[config.mk]
export PLATFORM = sky130hd
export DESIGN_NAME = menu_ctrl_gen
export DESIGN_NICKNAME = d
export VERILOG_FILES = /design/src/rtl/menu_ctrl_gen.sv
export SDC_FILE = /design/constraint.sdc
export NUM_CORES = 1
export LEC_CHECK = 0
export ABC_AREA = 1
export BUFFER_PORTS_ARGS = -buffer_cell sky130_fd_sc_hd__buf_2
export CAP_MARGIN = 20
export CORE_UTILIZATION = 65
export DETAILED_ROUTE_END_ITERATION = 8
export PLACE_DENSITY_LB_ADDON = 0.12
export SYNTH_ARGS = -nofsm -noshare
export SYNTH_HDL_FRONTEND = slang
export SYNTH_SLANG_ARGS = --single-unit
[constraint.sdc]
create_clock -name clk -period 6.1 [get_ports clk]
set_input_delay 0.305 -clock clk [delete_from_list [all_inputs] [get_ports clk]]
set_output_delay 0.305 -clock clk [all_outputs]
set_load 0.05 [all_outputs]
[src/rtl/menu_ctrl_gen.sv]
// rtl/menu_ctrl_gen.sv - front-panel menu navigation and BCD config editor
// Decodes active-low buttons (with up/dn auto-repeat) and edits a shadow value committed on exit.
module menu_ctrl_gen #(
  parameter int N_CONF       = 5,
  parameter int DIGITS       = 6,
  parameter int CARRY        = 0,
  parameter int REPEAT_DELAY = 500,
  parameter int REPEAT_RATE  = 100,
  localparam int CI_W = (N_CONF > 1) ? $clog2(N_CONF) : 1,
  localparam int MI_W = $clog2(N_CONF + 1),
  localparam int VW   = DIGITS * 4
) (
  input  logic            clk,
  input  logic            rst_n,
  input  logic            ce,
  input  logic            btn_up,
  input  logic            btn_dn,
  input  logic            btn_lf,
  input  logic            btn_rt,
  output logic [CI_W-1:0] conf_index,
  input  logic [VW-1:0]   conf_value,
  output logic [VW-1:0]   conf_new_value,
  output logic            conf_set,
  output logic [MI_W-1:0] menu_index,
  output logic [DIGITS-1:0] cursor,
  output logic [1:0]      display_mode,
  output logic            enable_morse
);

  localparam int RC_W = $clog2(REPEAT_DELAY + 1);

  typedef enum logic [1:0] {S_MENU, S_LOAD, S_EDIT, S_MORSE} state_t;

  state_t            state_q, state_d;
  logic [MI_W-1:0]   menu_q, menu_d;
  logic [CI_W-1:0]   conf_idx_q, conf_idx_d;
  logic [VW-1:0]     shadow_q, shadow_d;
  logic [VW-1:0]     copy_q, copy_d;
  logic [DIGITS-1:0] cursor_q, cursor_d;
  logic              set_q, set_d;
  logic [1:0]        mode_q, mode_d;
  logic              morse_q, morse_d;
  logic [3:0]        btn_q, btn_d;
  logic [RC_W-1:0]   rep_up_q, rep_up_d;
  logic [RC_W-1:0]   rep_dn_q, rep_dn_d;

  logic [RC_W-1:0]   up_cnt_nxt, dn_cnt_nxt;
  logic              ev_lf, ev_rt, ev_up, ev_dn;
  logic              act_lf, act_rt, act_up, act_dn;

  // Counter holds ticks since press; at REPEAT_DELAY it fires and rewinds by REPEAT_RATE.
  function automatic logic [RC_W:0] repeat_step(input logic prev, input logic now,
                                                 input logic [RC_W-1:0] cnt);
    if (now)
      return '0;
    else if (prev)
      return {1'b1, RC_W'(1)};
    else if (cnt == RC_W'(REPEAT_DELAY))
      return {1'b1, RC_W'(REPEAT_DELAY - REPEAT_RATE + 1)};
    else
      return {1'b0, cnt + RC_W'(1)};
  endfunction

  function automatic logic [VW-1:0] clamp_bcd(input logic [VW-1:0] v);
    logic [VW-1:0] r;
    r = v;
    for (int i = 0; i < DIGITS; i++)
      if (v[4*i +: 4] > 4'd9) r[4*i +: 4] = 4'd9;
    return r;
  endfunction

  // Digits below the cursor see no carry; CARRY=0 keeps the chain cut at the cursor digit.
  function automatic logic [VW-1:0] bcd_step(input logic [VW-1:0] v,
                                             input logic [DIGITS-1:0] cur, input logic up);
    logic [VW-1:0] r;
    logic          c;
    logic          a;
    logic          co;
    logic [4:0]    t;
    r = v;
    c = 1'b0;
    for (int i = 0; i < DIGITS; i++) begin
      a = cur[i] | c;
      if (up) begin
        t  = {1'b0, v[4*i +: 4]} + {4'd0, a};
        co = (t > 5'd9);
        if (co) t = t - 5'd10;
      end else begin
        t  = {1'b0, v[4*i +: 4]} + 5'd10 - {4'd0, a};
        co = (t < 5'd10);
        if (!co) t = t - 5'd10;
      end
      r[4*i +: 4] = t[3:0];
      c = (CARRY != 0) && co;
    end
    return r;
  endfunction

  assign ev_lf = btn_q[3] & ~btn_lf;
  assign ev_rt = btn_q[2] & ~btn_rt;
  assign {ev_up, up_cnt_nxt} = repeat_step(btn_q[1], btn_up, rep_up_q);
  assign {ev_dn, dn_cnt_nxt} = repeat_step(btn_q[0], btn_dn, rep_dn_q);

  assign act_lf = ev_lf;
  assign act_rt = ev_rt & ~ev_lf;
  assign act_up = ev_up & ~ev_lf & ~ev_rt;
  assign act_dn = ev_dn & ~ev_lf & ~ev_rt & ~ev_up;

  always_comb begin
    state_d    = state_q;
    menu_d     = menu_q;
    conf_idx_d = conf_idx_q;
    shadow_d   = shadow_q;
    copy_d     = copy_q;
    cursor_d   = cursor_q;
    set_d      = 1'b0;
    mode_d     = mode_q;
    morse_d    = morse_q;
    btn_d      = btn_q;
    rep_up_d   = rep_up_q;
    rep_dn_d   = rep_dn_q;
    if (ce) begin
      btn_d    = {btn_lf, btn_rt, btn_up, btn_dn};
      rep_up_d = up_cnt_nxt;
      rep_dn_d = dn_cnt_nxt;
      case (state_q)
        S_MENU: begin
          if (act_rt) begin
            if (menu_q == '0) begin
              state_d = S_MORSE;
            end else begin
              conf_idx_d = CI_W'(menu_q - MI_W'(1));
              state_d    = S_LOAD;
            end
          end else if (act_up) begin
            menu_d = (menu_q == '0) ? MI_W'(N_CONF) : menu_q - MI_W'(1);
          end else if (act_dn) begin
            menu_d = (menu_q == MI_W'(N_CONF)) ? '0 : menu_q + MI_W'(1);
          end
        end
        S_LOAD: begin
          shadow_d = clamp_bcd(conf_value);
          copy_d   = clamp_bcd(conf_value);
          cursor_d = DIGITS'(1);
          state_d  = S_EDIT;
        end
        S_EDIT: begin
          if (act_lf) begin
            state_d = S_MENU;
            set_d   = (shadow_q != copy_q);
          end else if (act_rt) begin
            cursor_d = {cursor_q[DIGITS-2:0], cursor_q[DIGITS-1]};
          end else if (act_up) begin
            shadow_d = bcd_step(shadow_q, cursor_q, 1'b1);
          end else if (act_dn) begin
            shadow_d = bcd_step(shadow_q, cursor_q, 1'b0);
          end
        end
        S_MORSE: begin
          if (act_lf) state_d = S_MENU;
        end
        default: state_d = S_MENU;
      endcase
      mode_d  = (state_d == S_MORSE) ? 2'd2 :
                (state_d == S_MENU)  ? 2'd0 : 2'd1;
      morse_d = (state_d == S_MORSE);
    end
  end

  always_ff @(posedge clk) begin
    if (!rst_n) begin
      state_q    <= S_MENU;
      menu_q     <= '0;
      conf_idx_q <= '0;
      shadow_q   <= '0;
      copy_q     <= '0;
      cursor_q   <= DIGITS'(1);
      set_q      <= 1'b0;
      mode_q     <= 2'd0;
      morse_q    <= 1'b0;
      btn_q      <= '1;
      rep_up_q   <= '0;
      rep_dn_q   <= '0;
    end else begin
      state_q    <= state_d;
      menu_q     <= menu_d;
      conf_idx_q <= conf_idx_d;
      shadow_q   <= shadow_d;
      copy_q     <= copy_d;
      cursor_q   <= cursor_d;
      set_q      <= set_d;
      mode_q     <= mode_d;
      morse_q    <= morse_d;
      btn_q      <= btn_d;
      rep_up_q   <= rep_up_d;
      rep_dn_q   <= rep_dn_d;
    end
  end

  assign conf_index     = conf_idx_q;
  assign conf_new_value = shadow_q;
  assign conf_set       = set_q;
  assign menu_index     = menu_q;
  assign cursor         = cursor_q;
  assign display_mode   = mode_q;
  assign enable_morse   = morse_q;

endmodule
==> results.txt <==
Final std cells w/o fill -> 1208
CTS H-tree depth -> 3
Worst-path clk slew -> 0.10 ns
Setup Buffers After CTS -> 0
Crit path max fanout -> 46
Final Max Slew Viols -> 0
Post-Synthesis Net Count -> 1119
Initial Utilization -> 0.674
IO Count -> 71
Final Hold Fails -> 0
Max Cap Viol -> 0
Sw power -> 0.577 mW
First-pass GRT wire length -> 24.6 mm
Post-synthesis cell type with the largest combined area -> dfxtp_1
Final worst slack -> 2.74 ns
Status -> complete, no violations
Reg power frac -> 0.412
Die height -> 103 um
Post-Syn Instances -> 1018
# hold bufs at CTS -> 0
FP Rows -> 36
CTS tree -> done
Final count of negative-setup-slack endpoints -> 0
HPWL after DPL -> 11.2 mm
Net Sw Frac -> 0.376
Overflow left after global routing -> 0
Setup TNS -> 0 ns
GRT Total Usage -> 0.295
Largest vdd supply drop -> 0.146 mV
Mean Syn Cell Area -> 6.50 um2
Antenna cell count -> 0
Clock sinks -> 87
CTS Root Cell -> clkbuf_8
Seq/Total Area, Yosys -> 0.263
Top cell type's share of synthesized area -> 0.263
Post-Syn Area -> 6620 um2
Cell count after placement -> 1192
RSZ-0062 raised after global routing -> no
Tmin final -> 3.36 ns
CP Capture Type -> register
Vias in the first global route -> 5526
Layout Skew -> 0.0194 ns
GPL Wtd Cong -> 0.961
Largest net degree at the start of global routing -> 47
Nets -> 1171
Cell-internal power -> 0.957 mW
Maximum clock frequency -> 298 MHz
Clock Power Share -> 0.282
Residual DRC -> 0
DR WL/cell -> 12.6 um
Combinational share of power -> 0.306
Yosys warns -> 0
Total power -> 1.53 mW
Drt initial violations -> 324
DR vias -> 6466
Power Dens Cells -> 213 nW/um2
Hold WS -> 0.205 ns
Worst skew pair latency -> 0.36 ns
Drt pass-1 iters -> 5
Share of layout cells above drive strength 1 -> 0.118
Resized cells post-CTS -> 0
Worst Tran Pin Value -> 0.988 ns
Static leakage power -> 3.42 nW
Worst Path Required -> 6.36 ns
Main area contributors after synthesis -> dfxtp_1 26%, nand2_1 14%, ha_1 13%, inv_1 8.5%, nand3_1 7.0%
Type of origin of the critical path -> register
Cts bufs inserted -> 9
Max Buffers Root-to-Sink -> 2
Initial antenna violation count -> 0
Distinct cells, synth -> 37
Final wirelength -> 15.2 mm
Normalized max-slew margin -> 0.341
Core area -> 9820 um2
IO buf count -> 70
Vias per Instance -> 5.35
Die X -> 103 um
CP Class -> reg2reg
Die area -> 10600 um2
WP data arrival -> 3.63 ns
Pre-CTS WS -> 2.80 ns
Synth-to-Final Area Change -> 8.66%
Hold Path Class -> in2reg
Synthesized flop and latch total -> 87
Fin crit share -> 0.551
Antenna viol nets, final -> 0
-- area by class of cell --
type	count	area (um2)
Sequential cell	87	1740
Clock buffer	10	138
Tap cell	133	166
Clock inverter	6	73.8
Inverter	153	574
Multi-Input combinational cell	748	4140
Fill cell	898	2630
Timing Repair Buffer	71	358
-- power groups by stage --
stage | Combinational, mW | Clock, mW | Sequential [mW]
2_1_floorplan | 0.314 | 0 | 0.694
3_3_place_gp | 0.462 | 0 | 0.644
3_5_place_dp | 0.468 | 0 | 0.644
4_1_cts | 0.470 | 0.440 | 0.631
5_1_grt | 0.534 | 0.464 | 0.637
6_report | 0.470 | 0.432 | 0.632
-- state kept, by name, summed over array words and instances (netlist names) --
name / cells
btn_q: 4
conf_index: 3
conf_new_value: 24
conf_set: 1
copy_q: 24
cursor: 6
display_mode: 2
menu_index: 3
rep_dn_q: 9
rep_up_q: 9
state_q: 2
-- final timing paths --
path	cells past startpoint	end	slack, ns	from
setup / recovery	9	conf_new_value[18]	2.74	state_q[1]
setup reg to reg	9	conf_new_value[18]	2.74	state_q[1]
hold reg to reg	2	copy_q[19]	0.47	copy_q[19]
hold / removal	3	copy_q[8]	0.21	conf_value[8]
-- routing by layer --
metal	GRT usage	up-vias	part of all wire
met3	0.0556	20	0.038
li1	-	3394	-
met1	0.376	2912	0.47
met2	0.512	140	0.48
met4	0.0748	0	0.014
met5	0	-	0
-- cell usage after synthesis, drive strengths merged --
| library cell | instances |
|---|---|
| a21boi | 3 |
| a21oi | 90 |
| a22oi | 2 |
| a31oi | 9 |
| buf | 18 |
| clkbuf | 12 |
| clkinv | 1 |
| dfxtp | 87 |
| ha | 70 |
| inv | 152 |
| nand2 | 252 |
| nand3 | 94 |
| nand4 | 11 |
| nor2 | 94 |
| nor3 | 15 |
| nor4 | 1 |
| o2111ai | 1 |
| o211ai | 3 |
| o21a | 1 |
| o21ai | 69 |
| o22ai | 2 |
| or2 | 1 |
| xnor2 | 20 |
| xor2 | 10 |
-- cell families after synthesis --
kind of cell / after synthesis / synth area share
buffers and inverters: 183 / 0.111
xor gates and xnor gates: 30 / 0.0397
and+or+nand+nor: 468 / 0.304
AOI/OAI and AO/OA: 180 / 0.150
DFF: 87 / 0.263
adders and majority gates: 70 / 0.132
-- worst max-delay path, stage by stage (launching register included) --
cell     delay [ns]
dfxtp_1        0.38
inv_1          0.08
nor2_2         0.72
inv_1          0.74
nand2_1        0.32
nand3_4        0.52
a21oi_1        0.30
nand2_1        0.08
nand2_1        0.06
inv_1          0.04
-- cells in the final DEF, fill, tap and decap left out, types with 2 or more instances in the layout --
| cell type | n |
|---|---|
| ha_1 | 70 |
| a21boi_0 | 2 |
| nor3_1 | 14 |
| xnor2_1 | 20 |
| clkbuf_8 | 10 |
| nand3_1 | 92 |
| dfxtp_1 | 87 |
| o22ai_1 | 2 |
| buf_2 | 70 |
| inv_1 | 149 |
| nand2_4 | 2 |
| o21ai_0 | 67 |
| inv_6 | 4 |
| nor2_2 | 12 |
| nand4_1 | 11 |
| o21ai_1 | 2 |
| a31oi_1 | 9 |
| nor2_1 | 82 |
| nand2_1 | 244 |
| a22oi_1 | 2 |
| xor2_1 | 10 |
| o211ai_1 | 3 |
| a21oi_2 | 12 |
| a21oi_1 | 78 |
| nand2_2 | 6 |
| inv_2 | 3 |
-- through the flow --
step / instance area [um2] / util
finish: 7190 / 0.732
global route: 7190 / 0.732
CTS: 7190 / 0.732
detailed placement: 6980 / 0.710
global placement: 6980 / 0.710
floorplan: 6620 / -
Note: power is estimated with default switching activity, not from simulation.
